<file path="src/rtl/fft_out_reorder.sv">
// fft_out_reorder
// Collects one FFT frame that arrives in bit-reversed order, then replays
// it downstream in natural bin order.
//
// Ports
//   clk          single clock, all state changes on its rising edge
//   reset        synchronous, active-high; aborts any partial frame
//   in_push      upstream sample valid (bit-reversed arrival order)
//   in_data      upstream sample {real, imag}
//   in_stall     high while the block is draining and refuses input
//   out_push     downstream sample valid
//   out_data     natural-order sample
//   out_index    natural-order bin index of out_data
//   out_last     high with bin N-1
//   out_stall    downstream back-pressure
//   frame_count  completed output frames, wraps 255 -> 0
//   overrun      sticky: in_push seen while in_stall was high
module fft_out_reorder #(
  parameter int DW     = 32,
  parameter int N_LOG2 = 4
) (
  input  logic              clk,
  input  logic              reset,
  input  logic              in_push,
  input  logic [DW-1:0]     in_data,
  output logic              in_stall,
  output logic              out_push,
  output logic [DW-1:0]     out_data,
  output logic [N_LOG2-1:0] out_index,
  output logic              out_last,
  input  logic              out_stall,
  output logic [7:0]        frame_count,
  output logic              overrun
);

  localparam int N = 1 << N_LOG2;
  localparam logic [N_LOG2-1:0] LAST_IDX = N_LOG2'(N - 1);
  // Read pointer is one bit wider so "all N samples presented" is distinct.
  localparam logic [N_LOG2:0]   RD_END   = (N_LOG2 + 1)'(N);

  typedef enum logic {
    FILL  = 1'b0,
    DRAIN = 1'b1
  } state_e;

  state_e              state_q, state_d;
  logic [N_LOG2-1:0]   wr_cnt_q, wr_cnt_d;
  logic [N_LOG2:0]     rd_ptr_q, rd_ptr_d;
  logic                out_push_q, out_push_d;
  logic [DW-1:0]       out_data_q, out_data_d;
  logic [N_LOG2-1:0]   out_index_q, out_index_d;
  logic                out_last_q, out_last_d;
  logic [7:0]          frame_count_q, frame_count_d;
  logic                overrun_q, overrun_d;

  logic [DW-1:0]       mem_q [N];
  logic                wr_en;
  logic [N_LOG2-1:0]   wr_addr;
  logic                xfer;

  function automatic logic [N_LOG2-1:0] bitrev(input logic [N_LOG2-1:0] v);
    logic [N_LOG2-1:0] r;
    r = '0;
    for (int unsigned i = 0; i < N_LOG2; i++) begin
      r[i] = v[N_LOG2-1-i];
    end
    return r;
  endfunction

  always_comb begin
    state_d       = state_q;
    wr_cnt_d      = wr_cnt_q;
    rd_ptr_d      = rd_ptr_q;
    out_push_d    = out_push_q;
    out_data_d    = out_data_q;
    out_index_d   = out_index_q;
    out_last_d    = out_last_q;
    frame_count_d = frame_count_q;
    overrun_d     = overrun_q;
    wr_en         = 1'b0;
    wr_addr       = bitrev(wr_cnt_q);
    xfer          = out_push_q && !out_stall;

    unique case (state_q)
      FILL: begin
        if (in_push) begin
          wr_en    = 1'b1;
          wr_cnt_d = wr_cnt_q + 1'b1;
          if (wr_cnt_q == LAST_IDX) begin
            state_d = DRAIN;
          end
        end
      end
      DRAIN: begin
        if (in_push) begin
          overrun_d = 1'b1;
        end
        if (xfer && out_last_q) begin
          out_push_d    = 1'b0;
          out_last_d    = 1'b0;
          rd_ptr_d      = '0;
          frame_count_d = frame_count_q + 8'd1;
          state_d       = FILL;
        end else if ((!out_push_q || xfer) && (rd_ptr_q != RD_END)) begin
          // Output register refills whenever it is empty or being consumed,
          // giving back-to-back bins and a hold while stalled.
          out_push_d  = 1'b1;
          out_data_d  = mem_q[rd_ptr_q[N_LOG2-1:0]];
          out_index_d = rd_ptr_q[N_LOG2-1:0];
          out_last_d  = (rd_ptr_q[N_LOG2-1:0] == LAST_IDX);
          rd_ptr_d    = rd_ptr_q + 1'b1;
        end
      end
      default: state_d = FILL;
    endcase
  end

  always_ff @(posedge clk) begin
    if (reset) begin
      state_q       <= FILL;
      wr_cnt_q      <= '0;
      rd_ptr_q      <= '0;
      out_push_q    <= 1'b0;
      out_data_q    <= '0;
      out_index_q   <= '0;
      out_last_q    <= 1'b0;
      frame_count_q <= '0;
      overrun_q     <= 1'b0;
    end else begin
      state_q       <= state_d;
      wr_cnt_q      <= wr_cnt_d;
      rd_ptr_q      <= rd_ptr_d;
      out_push_q    <= out_push_d;
      out_data_q    <= out_data_d;
      out_index_q   <= out_index_d;
      out_last_q    <= out_last_d;
      frame_count_q <= frame_count_d;
      overrun_q     <= overrun_d;
    end
  end

  // Sample storage is not cleared; readout only follows a complete fill.
  always_ff @(posedge clk) begin
    if (!reset && wr_en) begin
      mem_q[wr_addr] <= in_data;
    end
  end

  assign in_stall    = (state_q == DRAIN);
  assign out_push    = out_push_q;
  assign out_data    = out_data_q;
  assign out_index   = out_index_q;
  assign out_last    = out_last_q;
  assign frame_count = frame_count_q;
  assign overrun     = overrun_q;

endmodule

</file>
<file path="config.mk">
export PLATFORM = sky130hd
export DESIGN_NAME = fft_out_reorder
export DESIGN_NICKNAME = d
export VERILOG_FILES = /design/src/rtl/fft_out_reorder.sv
export SDC_FILE = /design/constraint.sdc
export NUM_CORES = 1
export LEC_CHECK = 0
export ABC_AREA = 1
export CAP_MARGIN = 10
export CORE_AREA = 2 2 196 198
export DETAILED_ROUTE_END_ITERATION = 7
export DIE_AREA = 0 0 198 200
export PLACE_DENSITY = 0.79
export SYNTH_ARGS = -nofsm -noshare
export SYNTH_HDL_FRONTEND = slang
export SYNTH_SLANG_ARGS = --single-unit
</file>
<file path="constraint.sdc">
create_clock -name clk -period 7.42 [get_ports clk]
set_input_delay 1.484 -clock clk [delete_from_list [all_inputs] [get_ports clk]]
set_output_delay 1.484 -clock clk [all_outputs]
set_load 0.005 [all_outputs]
</file>
==> out/results.txt <==
run status = finished clean
CP max stage cell = nor2_4
VDD IR-drop max = 0.198 mV
drt drc = 0
CP Capture Type = flop
Root Driver = clkbuf_16
Clock Sinks = 569
Ant. Diodes = 0
met2 WL = 26.1 mm
Setup Viol. Count Final = 0
post-synthesis cell area = 23700 um^2
critical hold path startpoint = out_index[3]
share of layout cells above drive strength 1 = 0.0475
Worst R2R End = out_data[2]
max cap viols = 0
core box area = 37400 um^2
IO Pins = 84
PwrDens = 240 nW/um^2
final WL = 52.9 mm
clock tree buffer depth = 3
min-delay worst type = reg -> reg
Buffers on Ports = 83
flops & latches, synth = 569
first-pass iteration count of the detailed router = 5
vias in the first global route = 15509
post-CTS setup buffers = 0
Synth top area share = 0.650
Hold Buf Count CTS = 0
worst slew pin tran = 1.24 ns
RSZ-0062 raised after global routing = no
CTS buffer count = 55
Finished Core Util = 0.711
cell row count = 71
Overall Power = 6.39 mW
Routed Antenna Nets = 0
Final Cycle Share = 0.554
hpwl dp = 28.0 mm
Pleak = 10.4 nW
WHS Endpoint = out_index[3]
largest net degree at the start of global routing = 237
startpoint types = primary input
die height = 200 um
Yosys warnings = 0
setup slack, reg-to-reg = 4.16 ns
vias = 15825
top sig layer = met4
Slew headroom = 0.169
initial core utilization = 0.632
Worst EP required = 7.61 ns
count of cell types in the netlist = 25
CTS clk-pin slew, worst paths = 0.06 ns
Vias/cell = 5.52
Area contributors post-synth = edfxtp_1 65%, nand2_1 11%, nand3_1 5.6%, inv_1 4.9%, dfxtp_1 4.8%
H-tree levels = 2
Worst Clk Skew = 0.0241 ns
Fin. Hold Viols = 0
R2R cell count = 9
chip width = 198 um
Total Nets Final = 2355
DIE AREA = 39600 um^2
CTS resizes = 0
area delta synth->final = 12.5%
fin. max-slew vios = 0
initial antenna violation count = 0
Gate Count Post-Synth = 2273
post-synthesis net count = 2316
CP max stage delay = 1.07 ns
CTS tree = yes
fmax = 243 MHz
global-route wire length before repair = 82.3 mm
Syn Area/Cell = 10.4 um^2
Clk Latency, worst-skew pair = 0.60 ns
Reg-to-Reg Start = rd_ptr_q[1]
Crit path arrival time = 4.31 ns
hold depth = 2
Critical Path Fanout Max = 50
Initial DRC Count = 1536
Seq/Total Area, Yosys = 0.698
GRT Residual Overflow = 0
routability congestion estimate = 0.784
setup tns final = 0 ns
total track usage = 0.274
worst path cell trace = clkdlybuf4s50_1, clkinv_1, buf_4, nand3_1, nor2_4
fillers = 2512
fin crit period = 4.11 ns
drt wl/cell = 18.4 um
worst setup path class = in -> reg
cell accounting for the most synthesized area = edfxtp_1
met3 wire length = 4.14 mm
met1 WL = 21.2 mm
registers in the layout, summed over array words and instances, names as in the netlist:
signal,cells
out_index,4
mem_q,512
in_stall,1
wr_cnt_q,4
out_data,32
out_last,1
out_push,1
overrun,1
frame_count,8
rd_ptr_q,5
per-layer routing:
metal,vias to the layer above,track usage
li1,7489,-
met1,7532,0.356
met2,700,0.469
met3,104,0.0400
met4,0,0.111
met5,-,0
critical path, delay by kind of cell:
| kind | cells | cell delay, ns |
|---|---|---|
| buffers and inverters | 3 | 1.25 |
| AND/OR/NAND/NOR | 2 | 1.56 |
placed cells by master (no fill, tap or decap):
cell type | netlist | layout
a21oi_1 | 23 | 23
a31o_2 | 1 | 1
a31oi_1 | 1 | 1
buf_12 | 0 | 2
buf_16 | 0 | 1
buf_4 | 5 | 8
bufinv_16 | 0 | 5
clkbuf_1 | 33 | 14
clkbuf_16 | 0 | 56
clkbuf_8 | 0 | 3
clkdlybuf4s50_1 | 0 | 83
clkinv_1 | 1 | 14
clkinv_2 | 0 | 9
clkinv_8 | 0 | 1
clkinvlp_4 | 0 | 2
dfxtp_1 | 57 | 55
dfxtp_4 | 0 | 2
edfxtp_1 | 512 | 512
ha_1 | 7 | 7
inv_1 | 308 | 307
inv_6 | 0 | 2
nand2_1 | 679 | 679
nand3_1 | 265 | 265
nand4_1 | 4 | 4
nor2_1 | 189 | 171
nor2_4 | 1 | 20
nor3_1 | 1 | 1
nor4_1 | 1 | 1
o21ai_0 | 80 | 80
o21ai_1 | 27 | 27
xor2_1 | 1 | 1
through the flow:
| step | cell area (um^2) | hold slack [ns] | instances | worst slack (ns) |
|---|---|---|---|---|
| after floorplan | 23700 | 0.455 | 2273 | 3.61 |
| after global placement | 24800 | 0.452 | 2764 | 2.82 |
| after detailed placement | 24800 | 0.460 | 2764 | 2.66 |
| after CTS | 26600 | 0.470 | 2866 | 3.25 |
| after global routing | 26600 | 0.495 | 2868 | 3.18 |
| final | 26600 | 0.471 | 2868 | 3.31 |
logic make-up after synthesis:
group / count (synthesis) / synth area share
xor gates and xnor gates: 1 / 0.000370
buffers and inverters: 423 / 0.0735
adders and majority gates: 7 / 0.00370
DFF: 569 / 0.698
and+or+nand+nor: 1141 / 0.196
AOI/OAI and AO/OA: 132 / 0.0281
worst max-delay path by stage:
stage,startpoint,endpoint
after floorplan,reset,mem_q[13][0]
after global placement,reset,mem_q[5][4]
after detailed placement,reset,mem_q[9][5]
after CTS,reset,mem_q[9][26]
after global routing,reset,mem_q[3][25]
final,reset,mem_q[2][24]
power by group:
| group | switching, mW | internal, mW | total (mW) |
|---|---|---|---|
| clock network | 1.16 | 1.59 | 2.75 |
| registers | 0.00540 | 3.51 | 3.52 |
| logic | 0.0915 | 0.0329 | 0.124 |
| total | 1.26 | 5.13 | 6.39 |
Yosys cell counts:
cell type and count:
clkinv_1 1, buf_2 63, nand2_1 679, o21ai_1 27
a31oi_1 1, a21oi_1 23, nor2_4 1, nand3_1 265
xor2_1 1, o21ai_0 80, nor2_2 1, buf_1 4
nor3_1 1, dfxtp_1 57, inv_2 2, buf_4 5
edfxtp_1 512, a31o_2 1, inv_1 308, nor4_1 1
ha_1 7, buf_6 7, clkbuf_1 33, nor2_1 189
nand4_1 4
final cells by class:
class / instances / area (um^2) / area share
flip-flops and latches: 569 / 16500 / 0.621
clock buffers: 73 / 1500 / 0.0562
clock inverters: 29 / 275 / 0.0103
repair buffers: 94 / 958 / 0.0360
inverters: 311 / 1170 / 0.0441
well taps: 511 / 639 / 0.0240
multi-input cells: 1281 / 5540 / 0.208
Note: power is estimated with default switching activity, not from simulation.
